### src/rtl/deser_pkg.sv
// rtl/deser_pkg.sv - shared types, constants and helpers for the SIPO deserializer
//
// Purpose: deserializer FSM state type, default word width and the even-parity helper.
// Ports:   none (package).
// Config:  the PARITY state is only entered when PARITY_EN is defined.

package deser_pkg;

    typedef enum logic {
        SHIFT  = 1'b0,
        PARITY = 1'b1
    } state_t;

    localparam int DEFAULT_WIDTH = 8;

    // Even parity: 1 when the word holds an odd number of ones, so the
    // word plus its parity bit always carries an even count.
    function automatic logic even_parity(input logic [31:0] word);
        return ^word;
    endfunction

endpackage

### src/rtl/sipo_deser_if.sv
// rtl/sipo_deser_if.sv - serial input and word handshake bundle of the deserializer
//
// Purpose: groups the serial input and the parallel valid/ready output.
// Ports:   sin, sin_valid   serial bit and its qualifier
//          out_data         completed word
//          out_valid        word available
//          out_ready        consumer accepts the word
// Modports: master = deserializer side, slave = link/consumer side.

interface sipo_deser_if import deser_pkg::*; #(
    parameter int WIDTH = DEFAULT_WIDTH
) ();

    logic             sin;
    logic             sin_valid;
    logic [WIDTH-1:0] out_data;
    logic             out_valid;
    logic             out_ready;

    modport master (
        input  sin,
        input  sin_valid,
        output out_data,
        output out_valid,
        input  out_ready
    );

    modport slave (
        output sin,
        output sin_valid,
        input  out_data,
        input  out_valid,
        output out_ready
    );

endinterface

### src/rtl/hold_reg.sv
// rtl/hold_reg.sv - one-entry valid/ready holding register
//
// Purpose: holds one word until the consumer takes it; can drain and refill on one edge.
// Ports:   clk, rst         clock, synchronous active-high reset
//          load, load_data  offer a new word this edge
//          ready            consumer accepts the held word this edge
//          data, valid      held word and full flag
//          drop             offered word cannot be taken (register full and not draining)

module hold_reg #(
    parameter int WIDTH = 8
) (
    input  logic             clk,
    input  logic             rst,
    input  logic             load,
    input  logic [WIDTH-1:0] load_data,
    input  logic             ready,
    output logic [WIDTH-1:0] data,
    output logic             valid,
    output logic             drop
);

    logic free;

    // A full register still counts as free when it is being drained on this edge.
    assign free = ~valid | ready;
    assign drop = load & ~free;

    always_ff @(posedge clk) begin
        if (rst) begin
            data  <= '0;
            valid <= 1'b0;
        end else if (load && free) begin
            data  <= load_data;
            valid <= 1'b1;
        end else if (ready) begin
            valid <= 1'b0;
        end
    end

endmodule

### src/rtl/sipo_deser.sv
// rtl/sipo_deser.sv - serial-in parallel-out deserializer, MSB first
//
// Purpose: collects WIDTH qualified serial bits MSB first and hands each word
//          to a one-entry holding register with a valid/ready handshake.
// Ports:   clk, rst     clock, synchronous active-high reset
//          bus          serial input and word output handshake (master modport)
//          overrun      sticky, a completed word was dropped
//          bit_cnt      bits collected in the current word
//          parity_err   one-cycle pulse on an even-parity failure (PARITY_EN only)
// Config:  PARITY_EN - a trailing even-parity bit follows each word; the word
//          is delivered on the parity edge.

module sipo_deser import deser_pkg::*; #(
    parameter  int WIDTH = DEFAULT_WIDTH,
    localparam int CNT_W = $clog2(WIDTH + 1)
) (
    input  logic             clk,
    input  logic             rst,
    sipo_deser_if.master     bus,
    output logic             overrun,
`ifdef PARITY_EN
    output logic             parity_err,
`endif
    output logic [CNT_W-1:0] bit_cnt
);

    state_t           state;
    logic [WIDTH-1:0] shreg;
    logic [WIDTH-1:0] next_word;
    logic [WIDTH-1:0] load_data;
    logic             last_bit;
    logic             load;
    logic             drop;

    assign next_word = {shreg[WIDTH-2:0], bus.sin};
    assign last_bit  = (bit_cnt == CNT_W'(WIDTH - 1));

`ifdef PARITY_EN
    // The shift register already holds the full word while waiting for parity.
    assign load      = bus.sin_valid && (state == PARITY);
    assign load_data = shreg;
`else
    assign load      = bus.sin_valid && (state == SHIFT) && last_bit;
    assign load_data = next_word;
`endif

    always_ff @(posedge clk) begin
        if (rst) begin
            state   <= SHIFT;
            shreg   <= '0;
            bit_cnt <= '0;
            overrun <= 1'b0;
`ifdef PARITY_EN
            parity_err <= 1'b0;
`endif
        end else begin
            overrun <= overrun | drop;
`ifdef PARITY_EN
            parity_err <= 1'b0;
`endif
            if (bus.sin_valid) begin
                case (state)
                    SHIFT: begin
                        shreg <= next_word;
                        if (last_bit) begin
                            bit_cnt <= '0;
`ifdef PARITY_EN
                            state   <= PARITY;
`endif
                        end else begin
                            bit_cnt <= bit_cnt + 1'b1;
                        end
                    end
`ifdef PARITY_EN
                    PARITY: begin
                        parity_err <= even_parity(32'(shreg)) ^ bus.sin;
                        state      <= SHIFT;
                    end
`endif
                    default: state <= SHIFT;
                endcase
            end
        end
    end

    hold_reg #(.WIDTH(WIDTH)) u_hold (
        .clk       (clk),
        .rst       (rst),
        .load      (load),
        .load_data (load_data),
        .ready     (bus.out_ready),
        .data      (bus.out_data),
        .valid     (bus.out_valid),
        .drop      (drop)
    );

endmodule
### src/flat_wrapper.sv
// flat-port wrapper written by rule: the top's interface ports become plain ports
module sipo_deser_flat import deser_pkg::*;
#(
    parameter  int WIDTH = DEFAULT_WIDTH,
    localparam int CNT_W = $clog2(WIDTH + 1)
)
  (clk, rst, overrun, bit_cnt, bus_sin, bus_sin_valid, bus_out_data, bus_out_valid, bus_out_ready);
  sipo_deser_if #(.WIDTH(WIDTH)) bus_i ();
  input  logic clk;
  input  logic rst;
  output logic overrun;
  output logic [CNT_W-1:0] bit_cnt;
  input wire logic [$bits(bus_i.sin)-1:0] bus_sin;
  input wire logic [$bits(bus_i.sin_valid)-1:0] bus_sin_valid;
  output wire logic [$bits(bus_i.out_data)-1:0] bus_out_data;
  output wire logic [$bits(bus_i.out_valid)-1:0] bus_out_valid;
  input wire logic [$bits(bus_i.out_ready)-1:0] bus_out_ready;
  assign bus_i.sin = bus_sin;
  assign bus_i.sin_valid = bus_sin_valid;
  assign bus_out_data = bus_i.out_data;
  assign bus_out_valid = bus_i.out_valid;
  assign bus_i.out_ready = bus_out_ready;
  sipo_deser #(.WIDTH(WIDTH)) u_core (.clk(clk), .rst(rst), .bus(bus_i), .overrun(overrun), .bit_cnt(bit_cnt));
endmodule
### config.mk
export PLATFORM = sky130hd
export DESIGN_NAME = sipo_deser_flat
export DESIGN_NICKNAME = d
export VERILOG_FILES = /design/src/rtl/deser_pkg.sv /design/src/rtl/sipo_deser_if.sv /design/src/rtl/hold_reg.sv /design/src/rtl/sipo_deser.sv /design/src/flat_wrapper.sv
export SDC_FILE = /design/constraint.sdc
export NUM_CORES = 1
export LEC_CHECK = 0
export BUFFER_PORTS_ARGS = -buffer_cell sky130_fd_sc_hd__buf_4
export CORE_MARGIN = 2
export CORE_UTILIZATION = 45
export DETAILED_ROUTE_END_ITERATION = 6
export GPL_TIMING_DRIVEN = 1
export PLACE_DENSITY_LB_ADDON = 0.1
export SKIP_CTS_REPAIR_TIMING = 1
export SLEW_MARGIN = 10
export SYNTH_ARGS = -nofsm -noshare
export SYNTH_HDL_FRONTEND = slang
export SYNTH_SLANG_ARGS = --single-unit
export TNS_END_PERCENT = 30
### constraint.sdc
create_clock -name clk -period 1.13 [get_ports clk]
set_input_delay 0.2825 -clock clk [delete_from_list [all_inputs] [get_ports clk]]
set_output_delay 0.2825 -clock clk [all_outputs]
set_load 0.01 [all_outputs]
After elaboration in Yosys (flattened, before gate mapping)
Index checks and enable logic that the tools add are counted.
{"block": "classes", "bitwise": 5, "muxes": 3, "n_reduce_logical": 3, "addsub": 1, "eq_ne": 1}
{"op": "adder 4 x 1 -> 4 bit, second input constant", "count": 1}
{"op": "== test 4 x 3 -> 1 bit, second input constant", "count": 1}
{"op": "2-to-1 mux 4 bit", "count": 1}
{"op": "logical AND 1 bit", "count": 2}
{"op": "2-to-1 mux 1 bit", "count": 2}
{"op": "inverter 1 bit", "count": 2}
{"op": "bitwise OR 1 bit", "count": 2}
{"op": "nonzero test 2 bit", "count": 1}
{"op": "AND 1 bit", "count": 1}
{"block": "totals", "regBits": 21, "in_bits": 5, "elab_cells": 18}

Longest topological paths before layout
{"block": "logic_depth", "depth_word": 5, "ltp_mapped": 5, "mapped_depth_nobuf": 4}

By module
From an unflattened synthesis, not the netlist that was laid out.
{"block": "hier_totals", "hier_cells": 83, "area_unflattened_um2": 879.6}
{"mod": "sipo_deser", "seq_area_each_um2": 240.2, "area_each_um2": 466.7, "n_inst": 1, "cells_each": 43}
{"mod": "hold_reg", "seq_area_each_um2": 180.2, "area_each_um2": 412.9, "n_inst": 1, "cells_each": 40}

Worst setup path after synthesis
OpenSTA, ideal clock, no wires.
{"block": "synth_path", "path_kind": "flip-flop to flip-flop", "start": "reg u_core.bit_cnt[0]", "end": "reg u_core.u_hold.data[0]", "setup_ns": 0.132, "arrival_ns": 1.100, "stages_incl_launch_ff": 5, "n_path_buf": 0, "synth_period_minus_slack_ns": 1.233, "path_slack_ns": -0.103, "t_required_ns": 0.998, "path_cell_list": "dfxtp_1 ha_1 nand4b_1 o21ai_0 a21oi_1"}
{"block": "synth_between", "elab_chain_len": 3}
{"element": "from (decl)", "line": "sipo_deser.sv:24", "source": "output logic [CNT_W-1:0] bit_cnt"}
{"element": "from (signal assigned)", "line": "sipo_deser.sv:71", "source": "bit_cnt <= bit_cnt + 1'b1;"}
{"element": "== test 4 x 3 -> 1 bit", "line": "sipo_deser.sv:36", "source": "assign last_bit = (bit_cnt == CNT_W'(WIDTH - 1));"}
{"element": "logical AND 1 bit", "line": "sipo_deser.sv:43", "source": "assign load = bus.sin_valid && (state == SHIFT) && last_bit;"}
{"element": "logical AND 1 bit", "line": "hold_reg.sv:33", "source": "end else if (load && free) begin"}
{"element": "to (signal assigned)", "line": "hold_reg.sv:34", "source": "data <= load_data;"}
{"element": "to (decl)", "line": "hold_reg.sv:18", "source": "output logic [WIDTH-1:0] data,"}
No other way between the ends.
A chain may end at the register's enable or synchronous reset.

Final worst setup path
{"block": "layout_path", "start": "reg u_core.bit_cnt[0]", "end": "reg u_core.u_hold.data[4]"}
Same word-level chain as after synthesis.

==> results.yml <==
placement:
  place_congestion: 0.748
  place_area_sq_um: 988
  io_buffers: 18
  pre_cts_ws_ps: -15.6
  place_inst: 120
  dp_hpwl_mm: 1.08
cells_and_area:
  layout_commonest_cell: "buf_4"
  final_cell_mix: "buf_4, dfxtp_1, nor2_1"
  drive_gt1_share_pct: 41.3
  stdcell_area_sq_um: 1110
  diodes: 0
  utilization_pct: 65.6
  nNetsFinal: 116
  syn2layout_area_growth_pct: 41.1
  layout.cells.non_filler: 126
timing:
  clock.fmax_ghz: 0.840
  fin_setup_tns_ps: -455
  timing.final.ws_setup_ps: -61.1
  fin_worst_skew_ps: 5.02
  worstMarginPinSlew_ps: 486
  layout_min_cycle_time_ps: 1190
  setup_viol: 13
  hold_viol_final: 0
  rsz0062_at_grt: "yes"
  report.final.slew_viol_count: 0
  relSlewSlack_pct: 67.6
  finalCritPeriodShare_pct: 105
logic_synthesis:
  syn_area_sq_um: 786
  yosysSeqAreaShare_pct: 53.5
  synth_cells: 83
  syn_nets: 89
  synth-seq-cells: 21
  yosysWarnings: 0
  avgSynthCellArea_sq_um: 9.47
  yosysUniqueCellTypes: 19
detailed_routing:
  final_antenna_net_count: 0
  wire_per_inst_microns: 12.6
  drt_iter0_drc: 14
  vias: 653
  drt_wl_total_mm: 1.59
  drc: 0
  viasPerCell: 5.18
  drt_first_pass_iters: 4
global_routing:
  grt_first_pass_wirelength_mm: 2.33
  grtUsageTotal_pct: 15.6
  antenna_found_initial: 0
  grt_overflow_total: 0
  grt_pass1_vias: 541
  grt_max_degree: 22
flow_run:
  maxCapViolations: 0
clock_tree:
  clock_sinks: 21
  clockRootBuffer: "clkbuf_4"
  clockBufferDepth: 2
  clock_latency_ps: 290
  htree_levels: 1
  numCtsBuffers: 3
  cts_tree: "done"
  cts.clk_slew.worst_paths_ps: 110
worst_setup_path:
  required_ps: 1360
  cp-start-kind: "flip-flop"
  crit_path_end_kind: "flip-flop"
  r2r_cells: 5
  critPathSlowestCell: "dfxtp_4"
  arrival_ps: 1420
  critical_path.max_stage_delay_ps: 380
  crit_type: "flip-flop to flip-flop"
  cp_max_fo: 5
  cp_cell_sequence: "ha_4 -> and4b_2 -> buf_6 -> nand3_2 -> a21oi_1"
worst_hold_path:
  hold_depth: 3
  min_path_type: "primary input to flip-flop"
floorplan:
  coreArea_sq_um: 1690
  rows: 15
  die_x_microns: 45.8
  boundaryPins: 19
  initial_utilization_pct: 46.5
  die-area_sq_um: 2100
  die_y_microns: 45.8
outcome:
  status: "finished, violations left"
  violations: "negative setup slack"
power:
  total_leakage_power_nw: 0.446
  peakVddDrop_mv: 0.843
  p_per_area_nw_per_um2: 1100
[worst max-delay path: cells and delay by family (launching register included)]
kind | cells | cell delay [ps]
simple gates | 2 | 330
flops | 1 | 380
fa+ha+maj | 1 | 140
buf+inv | 1 | 140
compound gates | 1 | 140
[metrics by stage]
step                      hold slack [ps]  power [mW]
after detailed placement              471       0.876
after global routing                  247        1.26
after CTS                             232        1.22
after global placement                464       0.875
after floorplan                       350       0.832
final                                 245        1.22
[layer usage]
| metal | track usage [%] | vias to the layer above | wire length, microns |
|---|---|---|---|
| li1 | - | 341 | - |
| met1 | 23.3 | 301 | 798 |
| met2 | 22.3 | 9 | 728 |
| met3 | 2.38 | 2 | 50 |
| met4 | 6.86 | 0 | 12 |
| met5 | 0 | - | 0 |
[cell usage after synthesis]
cell,n,area (sq um)
nor2b_1,1,6.26
xnor2_1,1,8.76
xor2_1,1,8.76
nand3_1,8,40.0
and4b_1,1,10.0
a21oi_1,11,55.1
nor2_1,10,37.5
mux2i_1,8,80.1
nand4_1,1,6.26
or3_1,1,6.26
ha_1,1,12.5
nand2b_1,1,6.26
nand2_1,2,7.51
nor3_1,1,5.00
buf_4,2,15.0
clkbuf_1,3,11.3
nand4b_1,1,8.76
o21ai_0,8,40.0
dfxtp_1,21,420
[final cells by class]
type,count,area (sq um)
clock buffer,3,22.5
sequential,21,430
multi-input combinational,57,397
clock inverter,1,5.00
fill,149,581
tap,17,21.3
timing repair buffer,27,233
[flip-flops by register name (all words and copies together) (netlist names)]
signal and count:
u_core.bit_cnt 4, u_core.shreg 7, u_core.overrun 1, u_core.u_hold.valid 1, u_core.u_hold.data 8
[worst paths after layout]
kind                             startpoint                            endpoint  slack, ps
max reg2reg  u_core.bit_cnt[0]$_SDFFE_PP0P_  u_core.u_hold.data[4]$_SDFFE_PP0P_        -60
max          u_core.bit_cnt[0]$_SDFFE_PP0P_  u_core.u_hold.data[4]$_SDFFE_PP0P_        -60
min reg2reg    u_core.shreg[6]$_SDFFE_PP0P_  u_core.u_hold.data[7]$_SDFFE_PP0P_        480
min                                 bus_sin        u_core.shreg[0]$_SDFFE_PP0P_        250
[cells by family after synthesis]
family          synth area share [%]
simple gates                    17.0
mux                             10.2
compound gates                  12.1
xor+xnor                        2.23
flops                           53.5
buf+inv                         3.34
fa+ha+maj                       1.59
[where the power goes]
part           internal [mW]  total (mW)  leakage (nW)  switching (mW)
Sequential             0.753       0.765         0.172          0.0128
Clock                  0.131       0.344        0.0177           0.213
Combinational         0.0605       0.108         0.256          0.0473
Total                  0.945        1.22         0.446           0.273
No activity file was read; power rests on OpenSTA's default activity.
